$ cat src/rtl/mem_copy_master_if.sv
// Memory bus between the copy master and its responder: valid/ready handshake,
// byte strobes selecting read (0000) or write (1111).
interface mem_copy_master_if;
  logic        mem_valid;
  logic        mem_instr;
  logic [3:0]  mem_wstrb;
  logic [31:0] mem_addr;
  logic [31:0] mem_wdata;
  logic        mem_ready;
  logic [31:0] mem_rdata;

  modport master (
    output mem_valid, mem_instr, mem_wstrb, mem_addr, mem_wdata,
    input  mem_ready, mem_rdata
  );

  modport slave (
    input  mem_valid, mem_instr, mem_wstrb, mem_addr, mem_wdata,
    output mem_ready, mem_rdata
  );
endinterface

$ cat src/rtl/mem_copy_master.sv
// Word-by-word memory copy engine: read one word, write it, repeat, with a
// per-transaction ready timeout that aborts the copy and raises a sticky error.
module mem_copy_master #(
  parameter int TIMEOUT = 255
) (
  input  logic                      clk,
  input  logic                      resetn,
  input  logic                      start,
  input  logic [31:0]               src_addr,
  input  logic [31:0]               dst_addr,
  input  logic [15:0]               count,
  input  logic                      src_fixed,
  output logic                      busy,
  output logic                      done,
  output logic                      error,
  mem_copy_master_if.master         bus
);

  typedef enum logic [2:0] {IDLE, RD_REQ, RD_GAP, WR_REQ, WR_GAP, FINISH} state_t;

  localparam logic [15:0] TMAX = 16'(TIMEOUT - 1);

  state_t      state, next_state;
  logic [31:0] src_q, src_d;
  logic [31:0] dst_q, dst_d;
  logic [15:0] rem_q, rem_d;
  logic        fixed_q, fixed_d;
  logic [31:0] data_q, data_d;
  logic [15:0] tcnt_q;
  logic        timeout_hit;

  assign bus.mem_instr = 1'b0;

  always_ff @(posedge clk) begin
    if (!resetn) state <= IDLE;
    else         state <= next_state;
  end

  always_comb begin
    next_state  = state;
    src_d       = src_q;
    dst_d       = dst_q;
    rem_d       = rem_q;
    fixed_d     = fixed_q;
    data_d      = data_q;
    timeout_hit = 1'b0;
    case (state)
      IDLE: begin
        if (start) begin
          src_d      = src_addr & 32'hFFFF_FFFC;
          dst_d      = dst_addr & 32'hFFFF_FFFC;
          rem_d      = count;
          fixed_d    = src_fixed;
          next_state = (count == 16'd0) ? FINISH : RD_REQ;
        end
      end
      RD_REQ: begin
        if (bus.mem_ready) begin
          data_d     = bus.mem_rdata;
          next_state = RD_GAP;
        end else if (tcnt_q == TMAX) begin
          timeout_hit = 1'b1;
          next_state  = FINISH;
        end
      end
      RD_GAP: next_state = WR_REQ;
      WR_REQ: begin
        if (bus.mem_ready) begin
          rem_d = rem_q - 16'd1;
          dst_d = dst_q + 32'd4;
          if (!fixed_q) src_d = src_q + 32'd4;
          next_state = WR_GAP;
        end else if (tcnt_q == TMAX) begin
          timeout_hit = 1'b1;
          next_state  = FINISH;
        end
      end
      WR_GAP: next_state = (rem_q != 16'd0) ? RD_REQ : FINISH;
      FINISH: next_state = IDLE;
      default: next_state = IDLE;
    endcase
  end

  // Bus outputs are registered from next_state so they line up with the state they belong to.
  always_ff @(posedge clk) begin
    if (!resetn) begin
      src_q         <= '0;
      dst_q         <= '0;
      rem_q         <= '0;
      fixed_q       <= 1'b0;
      data_q        <= '0;
      tcnt_q        <= '0;
      busy          <= 1'b0;
      done          <= 1'b0;
      error         <= 1'b0;
      bus.mem_valid <= 1'b0;
      bus.mem_wstrb <= 4'b0000;
      bus.mem_addr  <= '0;
      bus.mem_wdata <= '0;
    end else begin
      src_q         <= src_d;
      dst_q         <= dst_d;
      rem_q         <= rem_d;
      fixed_q       <= fixed_d;
      data_q        <= data_d;
      busy          <= (next_state != IDLE);
      done          <= (state == FINISH);
      bus.mem_valid <= (next_state == RD_REQ) || (next_state == WR_REQ);
      bus.mem_wstrb <= (next_state == WR_REQ) ? 4'b1111 : 4'b0000;

      if (state == IDLE && start) error <= 1'b0;
      else if (timeout_hit)      error <= 1'b1;

      if (next_state == RD_REQ && state != RD_REQ) bus.mem_addr <= src_d;
      if (next_state == WR_REQ && state != WR_REQ) begin
        bus.mem_addr  <= dst_d;
        bus.mem_wdata <= data_d;
      end

      // Counts wait cycles of the current request; restarts on every state change.
      if (next_state != state)                     tcnt_q <= '0;
      else if (state == RD_REQ || state == WR_REQ) tcnt_q <= tcnt_q + 16'd1;
    end
  end

endmodule
$ cat src/flat_wrapper.sv
// flat-port wrapper written by rule: the top's interface ports become plain ports
module mem_copy_master_flat 
#(
  parameter int TIMEOUT = 255
)
  (clk, resetn, start, src_addr, dst_addr, count, src_fixed, busy, done, error, bus_mem_valid, bus_mem_instr, bus_mem_wstrb, bus_mem_addr, bus_mem_wdata, bus_mem_ready, bus_mem_rdata);
  mem_copy_master_if bus_i ();
  input  logic clk;
  input  logic resetn;
  input  logic start;
  input  logic [31:0] src_addr;
  input  logic [31:0] dst_addr;
  input  logic [15:0] count;
  input  logic src_fixed;
  output logic busy;
  output logic done;
  output logic error;
  output wire logic [$bits(bus_i.mem_valid)-1:0] bus_mem_valid;
  output wire logic [$bits(bus_i.mem_instr)-1:0] bus_mem_instr;
  output wire logic [$bits(bus_i.mem_wstrb)-1:0] bus_mem_wstrb;
  output wire logic [$bits(bus_i.mem_addr)-1:0] bus_mem_addr;
  output wire logic [$bits(bus_i.mem_wdata)-1:0] bus_mem_wdata;
  input wire logic [$bits(bus_i.mem_ready)-1:0] bus_mem_ready;
  input wire logic [$bits(bus_i.mem_rdata)-1:0] bus_mem_rdata;
  assign bus_mem_valid = bus_i.mem_valid;
  assign bus_mem_instr = bus_i.mem_instr;
  assign bus_mem_wstrb = bus_i.mem_wstrb;
  assign bus_mem_addr = bus_i.mem_addr;
  assign bus_mem_wdata = bus_i.mem_wdata;
  assign bus_i.mem_ready = bus_mem_ready;
  assign bus_i.mem_rdata = bus_mem_rdata;
  mem_copy_master #(.TIMEOUT(TIMEOUT)) u_core (.clk(clk), .resetn(resetn), .start(start), .src_addr(src_addr), .dst_addr(dst_addr), .count(count), .src_fixed(src_fixed), .busy(busy), .done(done), .error(error), .bus(bus_i));
endmodule
$ cat config.mk
export PLATFORM = sky130hd
export DESIGN_NAME = mem_copy_master_flat
export DESIGN_NICKNAME = d
export VERILOG_FILES = /design/src/rtl/mem_copy_master_if.sv /design/src/rtl/mem_copy_master.sv /design/src/flat_wrapper.sv
export SDC_FILE = /design/constraint.sdc
export NUM_CORES = 1
export LEC_CHECK = 0
export ABC_AREA = 1
export CORE_ASPECT_RATIO = 0.75
export CORE_MARGIN = 3
export CORE_UTILIZATION = 40
export CTS_CLUSTER_SIZE = 40
export DETAILED_ROUTE_END_ITERATION = 8
export HOLD_SLACK_MARGIN = 0.06
export PLACE_DENSITY = 0.59
export SETUP_SLACK_MARGIN = 0.05
export SLEW_MARGIN = 20
export SYNTH_ARGS = -nofsm -noshare
export SYNTH_HDL_FRONTEND = slang
export SYNTH_SLANG_ARGS = --single-unit
export TNS_END_PERCENT = 20
$ cat constraint.sdc
create_clock -name clk -period 3.5 [get_ports clk]
set_clock_uncertainty 0.15 [all_clocks]
set_input_delay 0.7 -clock clk [delete_from_list [all_inputs] [get_ports clk]]
set_output_delay 0.7 -clock clk [all_outputs]
set_load 0.1 [all_outputs]
* After elaboration in Yosys (flattened, before gate mapping)
Cells that the tools add are included.
** Storage, ports and cells
- Bits in registers :: 204
- Bits of input ports :: 117
- Word-level logic and storage cells :: 73
** Operators by class
- $add $sub $neg :: 4
- Equality and inequality tests :: 13
- Multiplexer cells :: 25
- Bitwise operators :: 1
- Reductions and logical operators :: 16
** Operators with widths (number)
- $mux 32 :: 9
- $pmux 32 s2 :: 2
- $add 32x3->32 const B :: 2
- $mux 16 :: 2
- $pmux 16 s2 :: 1
- $mux 3 :: 6
- $add 16x1->16 const B :: 1
- $eq 16x8->1 const B :: 1
- $logic_not 16->1 :: 1
- $reduce_bool 16->1 :: 1
- $sub 16x1->16 const B :: 1
- $pmux 3 s5 :: 1
- $eq 3x2->1 const B :: 3
- $eq 3x1->1 const B :: 2
- $eq 3x3->1 const B :: 2
- $reduce_or 2->1 :: 3
- $mux 4 :: 1
- $ne 2x2->1 const B :: 2
- $reduce_bool 2->1 :: 2
- $logic_and 1x1->1 :: 3
- $logic_not 3->1 :: 1
- $mux 1 :: 3
- $ne 3x1->1 const B :: 1
- $ne 3x2->1 const B :: 1
- other kinds (6) :: 7

* Longest topological paths before layout
Gate-level depths: netlist of run 1.
- Depth after elaboration :: 8
- Mapped depth :: 15

* Least setup slack after synthesis of run 1
No wires, ideal clock.
- Path kind :: input-to-reg
- Start :: input port bus_mem_ready
- End :: register u_core.dst_q[30]
- Library setup time :: 128 ps
- Arrival :: 2023 ps
- Data required time :: 3222 ps
- Path slack :: 1200 ps
- Cell stages on the path :: 12
- Path buffers :: 1
- Cell sequence :: buf_2 nand2_1 nor3_4 nand2_1 nor2_1 nand2_1 nor2_1 nand2_1 o21ai_0 nand2_1 a21oi_1 nor2_1
** On the way
- Longest elaborated chain between the ends :: 2
** Ends and longest elaborated chain
- from (decl) :: RTL line flat_wrapper.sv:23 : input wire logic [$bits(bus_i.mem_ready)-1:0] bus_mem_ready;
- $mux 32 :: RTL line mem_copy_master.sv:68 : if (bus.mem_ready) begin
- $pmux 32 s2 :: RTL line mem_copy_master.sv:47 : case (state)
- to (signal assigned) :: RTL line mem_copy_master.sv:102 : dst_q <= dst_d;
- to (decl) :: RTL line mem_copy_master.sv:25 : logic [31:0] dst_q, dst_d;
No other way between the ends.
A chain may end at the register's enable or synchronous reset.

* Worst setup path after layout of run 1
- Start :: register u_core.state[0]
- End :: register u_core.bus.mem_addr[7]
** On the way
- Longest elaborated chain between the ends :: 6
** Ends and longest elaborated chain
- from (decl) :: RTL line mem_copy_master.sv:23 : state_t state, next_state;
- from (signal assigned) :: RTL line mem_copy_master.sv:36 : else state <= next_state;
- $mux 3 :: RTL line mem_copy_master.sv:61, mem_copy_master.sv:73
- $mux 3, on equally long branches :: RTL line mem_copy_master.sv:68, mem_copy_master.sv:58
- $pmux 3 s5 :: RTL line mem_copy_master.sv:47
- $eq 3x2->1 / $eq 3x1->1 (equally long branches) :: RTL line mem_copy_master.sv:115, mem_copy_master.sv:114
- $logic_and 1x1->1, on equally long branches :: RTL line mem_copy_master.sv:115, mem_copy_master.sv:114
- $mux 32 / $reduce_bool 2->1 (equally long branches)
- to (signal assigned) :: RTL line mem_copy_master.sv:114 : if (next_state == RD_REQ && state != RD_REQ) bus.mem_addr <= src_d;
- to (signal assigned) :: RTL line mem_copy_master.sv:116 : bus.mem_addr <= dst_d;
- to (decl) :: RTL line mem_copy_master_if.sv:13 : output mem_valid, mem_instr, mem_wstrb, mem_addr, mem_wdata,
Parallel ways exist; a longest one is shown, timed or not. The select of a mux whose other input is x is not followed.

==> flow_summary.json, run 1 <==
{
  "numPortBuffers": 184,
  "postCtsResizedCells": 0,
  "htree_levels": 1,
  "cp-end-kind": "flop",
  "diodes": 0,
  "hpwl_mm": 25.2,
  "yosysMostFrequentCell": "nand2_1",
  "postCtsHoldBufs": 0,
  "yosysTopAreaCell": "dfxtp_1",
  "die_w_um": 195,
  "critPathKind": "flop to flop",
  "gp_congestion": 0.910,
  "min_period_ps": 2890,
  "std_cell_rows": 51,
  "root_buffer": "clkbuf_16",
  "grt_max_degree": 81,
  "grt_pass1_vias": 10161,
  "synth_area_leaders": "dfxtp_1 38%, nand2_1 17%, inv_1 8.3%, nor2_1 6.5%, a21oi_1 6.3%",
  "cp_max_fo": 46,
  "synthFlopType": "dfxtp_1",
  "synth_edf_count": 0,
  "seq_power_share_pct": 39.1,
  "syn_inst": 1710,
  "setup_viol": 0,
  "cts_made_buffers": 22,
  "netlist_area_um2": 10700,
  "cap_violations": 0,
  "die_h_um": 148,
  "clkTransAtPathRegs_ps": 60,
  "whs_ps": 280,
  "first_iter_violations": 770,
  "finalWorstSetupSlack_ps": 606,
  "vdd_ir_drop_max_uv": 354,
  "fmaxAchievable_mhz": 346,
  "io_pins": 190,
  "hold_viol": 0,
  "clock-sinks": 201,
  "via_per_inst": 5.01,
  "crit_arrival_ps": 3180,
  "dr.pass1.iters": 5,
  "async_reset_ff_share_pct": 0,
  "layout_worst_path_cycle_share_pct": 82.7,
  "area_growth_pct": 25.5,
  "post_dp_cell_area_um2": 12600,
  "power_frac_comb_pct": 21.8,
  "die_area_um2": 28800,
  "pwr_density_cell_nw_per_um2": 481,
  "swShare_pct": 32.4,
  "setup_tns_ps": 0,
  "grt_usage_pct": 23.5,
  "drc_errors": 0,
  "clockPowerShare_pct": 39.2,
  "start_kind": "flop",
  "antenna_found_initial": 0,
  "synth_common_cells": "496 x nand2_1, 237 x inv_1, 201 x dfxtp_1, 185 x nor2_1, 134 x a21oi_1",
  "run_status": "finished, final reports clean",
  "power.internal_mw": 4.37,
  "cts_tree": "yes",
  "yosys_register_bits": 201,
  "p_sw_mw": 2.09,
  "synth_top_area_share_pct": 37.6,
  "tightest_slew_ps": 800,
  "synth_cell_type_count": 43,
  "vias": 11116,
  "finalNonFillerCells": 2220,
  "clk_latency_ps": 510,
  "num-nets-final": 1983,
  "synth.avg_cell_area_um2": 6.25,
  "core_um2": 26100,
  "dp_cells": 2180,
  "dp_slack_ps": 265,
  "leakage_nw": 5.68,
  "initial_utilization_pct": 41.0,
  "finish.utilization_pct": 51.4,
  "wirelength_mm": 35.0,
  "ys_seq_area_share_pct": 37.6,
  "fillers": 2714,
  "rsz0062_at_grt": "false",
  "ant_nets": 0,
  "final_layout_size_suffix_gt1_share_pct": 8.26,
  "fin_area_um2": 13400,
  "timing.slew.headroom_pct": 46.6,
  "clock_path_buffers": 3,
  "p_total_mw": 6.46,
  "cp.required_ps": 3790,
  "min_path_type": "flop to flop",
  "grt_pass1_wl_mm": 55.2,
  "overflow": 0,
  "syn-num-nets": 1833,
  "slew_viol_final": 0,
  "post_drt_wl_per_cell_um": 15.8,
  "post_cts_buffers": 0,
  "yosys_warnings": 0
}
-- worst max-delay path: stages (launching register included) --
cell and delay (ps):
dfxtp_1 530, nand2_4 130, inv_2 130, nand2_2 100
inv_2 70, buf_4 330, buf_4 520, o21ai_0 170
a21oi_1 160, nor2_1 110, o21ai_0 200, nand2_1 90
a21oi_1 140
-- sequential cells by signal (all words and copies together) (netlist names) --
signal,cells
u_core.dst_q,32
u_core.busy,1
u_core.fixed_q,1
u_core.bus.mem_wdata,32
u_core.bus.mem_addr,32
u_core.rem_q,16
u_core.bus.mem_valid,1
u_core.bus.mem_wstrb,1
u_core.src_q,32
u_core.data_q,32
u_core.state,3
u_core.done,1
u_core.tcnt_q,16
u_core.error,1
-- kinds of logic (layout without fill, tap and decap cells) --
family,count (synthesis),count (layout),synth area share [%]
xor gates and xnor gates,25,25,2.05
adders and majority gates,6,6,0.702
buffers and inverters,324,490,11.9
and+or+nand+nor,863,863,33.3
AOI/OAI and AO/OA,290,290,14.5
DFF,201,201,37.6
other,1,1,0.0351
-- worst paths after layout --
path,startpoint,endpoint,slack [ps],cells after the start
max,u_core.state[0],u_core.bus.mem_addr[7],610,12
min,u_core.dst_q[0],u_core.dst_q[0],280,2
max reg2reg,u_core.state[0],u_core.bus.mem_addr[7],610,12
min reg2reg,u_core.dst_q[0],u_core.dst_q[0],280,2
-- area by class of cell --
class / instances / area [um2] / share of cell area (%)
clock inverter: 8 / 121 / 0.904
tap: 344 / 430 / 3.21
timing repair buffer: 208 / 1870 / 13.9
inverter: 242 / 911 / 6.79
multi-input combinational: 1185 / 5410 / 40.3
clock buffer: 32 / 659 / 4.91
sequential: 201 / 4020 / 30.0
-- layer usage --
layer	track usage, %	part of all wire, %	up-vias
met3	4.10	6.8	32
met1	36.4	51	5074
met5	0	0	-
met4	3.74	1.3	0
met2	34.8	41	303
li1	-	-	5707
-- power groups by stage --
stage	registers (mW)	clock network, mW	logic (mW)
2_1_floorplan	2.83	0	0.667
3_3_place_gp	2.57	0	1.39
3_5_place_dp	2.57	0	1.40
4_1_cts	2.52	2.57	1.40
5_1_grt	2.54	2.66	1.54
6_report	2.52	2.53	1.40
-- cells in the final DEF, fill, tap and decap left out, types with 2 or more instances in the layout --
cell,count
clkinv_2,3
nand4_1,20
ha_1,6
nand3b_1,3
nand3_1,128
nor3_4,2
buf_4,94
o22ai_1,11
clkbuf_16,23
a31oi_1,6
o31ai_1,3
clkbuf_1,4
nor4_1,6
or2_2,2
inv_1,236
o21a_1,2
nor3_1,11
nand2_2,3
nand2_1,495
dfxtp_1,201
o211ai_1,9
o221ai_1,2
clkdlybuf4s50_1,112
buf_12,2
inv_2,5
nor2_1,185
o21ai_0,114
a21oi_1,134
xnor2_1,2
clkbuf_8,5
xor2_1,23
bufinv_16,3
nor2_2,3
a211oi_1,2
Note: power is estimated with default switching activity, not from simulation.
==> run 2, diff against run 1 <==
clock period = 2.9 ns   (was 3.5 ns; I/O delays follow)
==> flow_summary.json, run 2 (synthesis gave the netlist of run 1 again) <==
{
  "run_status": "finished, final reports clean",
  "clkTransAtPathRegs_ps": 60,
  "first_iter_violations": 897,
  "die_h_um": 148,
  "wirelength_mm": 34.9,
  "gp_congestion": 0.908,
  "diodes": 0,
  "timing.slew.headroom_pct": 50.1,
  "area_growth_pct": 27.5,
  "vdd_ir_drop_max_uv": 401,
  "drc_errors": 0,
  "root_buffer": "clkbuf_16",
  "whs_ps": 283,
  "fmaxAchievable_mhz": 396,
  "ant_nets": 0,
  "htree_levels": 1,
  "cp_max_fo": 24,
  "die_area_um2": 28800,
  "cts_made_buffers": 22,
  "final_layout_size_suffix_gt1_share_pct": 9.57,
  "num-nets-final": 2012,
  "die_w_um": 195,
  "min_path_type": "flop to flop",
  "fillers": 2715,
  "rsz0062_at_grt": "false",
  "hold_viol": 0,
  "std_cell_rows": 51,
  "slew_viol_final": 0,
  "post_drt_wl_per_cell_um": 15.5,
  "dp_cells": 2209,
  "cts_tree": "yes",
  "min_period_ps": 2530,
  "dr.pass1.iters": 5,
  "initial_utilization_pct": 41.0,
  "vias": 11122,
  "tightest_slew_ps": 749,
  "cp.required_ps": 3150,
  "cap_violations": 0,
  "finish.utilization_pct": 52.2,
  "overflow": 0,
  "hpwl_mm": 25.3,
  "cp-end-kind": "flop",
  "postCtsHoldBufs": 0,
  "clock-sinks": 201,
  "numPortBuffers": 184,
  "clk_latency_ps": 510,
  "finalNonFillerCells": 2246,
  "pwr_density_cell_nw_per_um2": 559,
  "layout_worst_path_cycle_share_pct": 87.2,
  "io_pins": 190,
  "setup_tns_ps": 0,
  "postCtsResizedCells": 0,
  "grt_usage_pct": 23.3,
  "via_per_inst": 4.95,
  "grt_pass1_wl_mm": 54.6,
  "setup_viol": 0,
  "critPathKind": "flop to flop",
  "crit_arrival_ps": 2770,
  "layout_commonest_cell": "nand2_1",
  "grt_pass1_vias": 10144,
  "final_cell_mix": "495 x nand2_1, 236 x inv_1, 201 x dfxtp_1, 184 x nor2_1, 134 x a21oi_1",
  "leakage_nw": 5.80,
  "post_cts_buffers": 0,
  "core_um2": 26100,
  "antenna_found_initial": 0,
  "grt_max_degree": 83,
  "start_kind": "flop",
  "clock_path_buffers": 3
}
[run 2: cell types whose count changed in the layout (fill, tap and decap cells not counted), sizes merged]
cell / previous run / this run
clkinv: 4 / 2
buf: 96 / 125
bufinv: 3 / 1
clkinvlp: 1 / 2
[run 2: layout make-up]
cell class                 instances  area [um2]  share of cell area (%)
multi-input combinational       1185        5410                    39.7
sequential                       201        4020                    29.5
timing repair buffer             237        2130                    15.7
inverter                         242         911                    6.68
clock buffer                      32         659                    4.84
tap                              344         430                    3.16
clock inverter                     5        58.8                   0.431
[run 2: metrics by stage]
step           total power [mW]  area (um2)  setup WS [ps]
2_1_floorplan              4.22       10700            720
3_3_place_gp               4.81       12900           79.0
3_5_place_dp               4.83       12900           77.9
4_1_cts                    7.67       13600            248
5_1_grt                    7.95       13600            110
6_report                   7.62       13600            372
[run 2: worst paths after layout]
check	start	end	slack [ps]	cells after the start
max	u_core.state[0]	u_core.bus.mem_addr[12]	370	12
min	u_core.dst_q[0]	u_core.dst_q[0]	280	2
max reg2reg	u_core.state[0]	u_core.bus.mem_addr[12]	370	12
min reg2reg	u_core.dst_q[0]	u_core.dst_q[0]	280	2
[run 2: layer usage]
metal	vias up	wire [um]	track usage [%]
li1	5752	-	-
met1	5044	17600	36.2
met2	289	14400	33.9
met3	37	2300	4.37
met4	0	541	3.88
met5	-	0	0
[run 2: worst max-delay path, stage by stage (launching register included)]
cell     delay, ps
dfxtp_1        410
nor2_2         250
nand2_1        170
nor2_4         200
inv_2          140
nand2_2        110
buf_4          320
o21ai_0        130
inv_1           60
a21oi_1         60
buf_4          160
a22oi_1        180
nand2_1         70
[run 2: power by group]
group	internal, mW	total (mW)	leakage, nW	switching, mW
clock	1.66	2.85	0.347	1.18
combinational	0.541	1.73	3.82	1.19
sequential	2.92	3.05	1.64	0.127
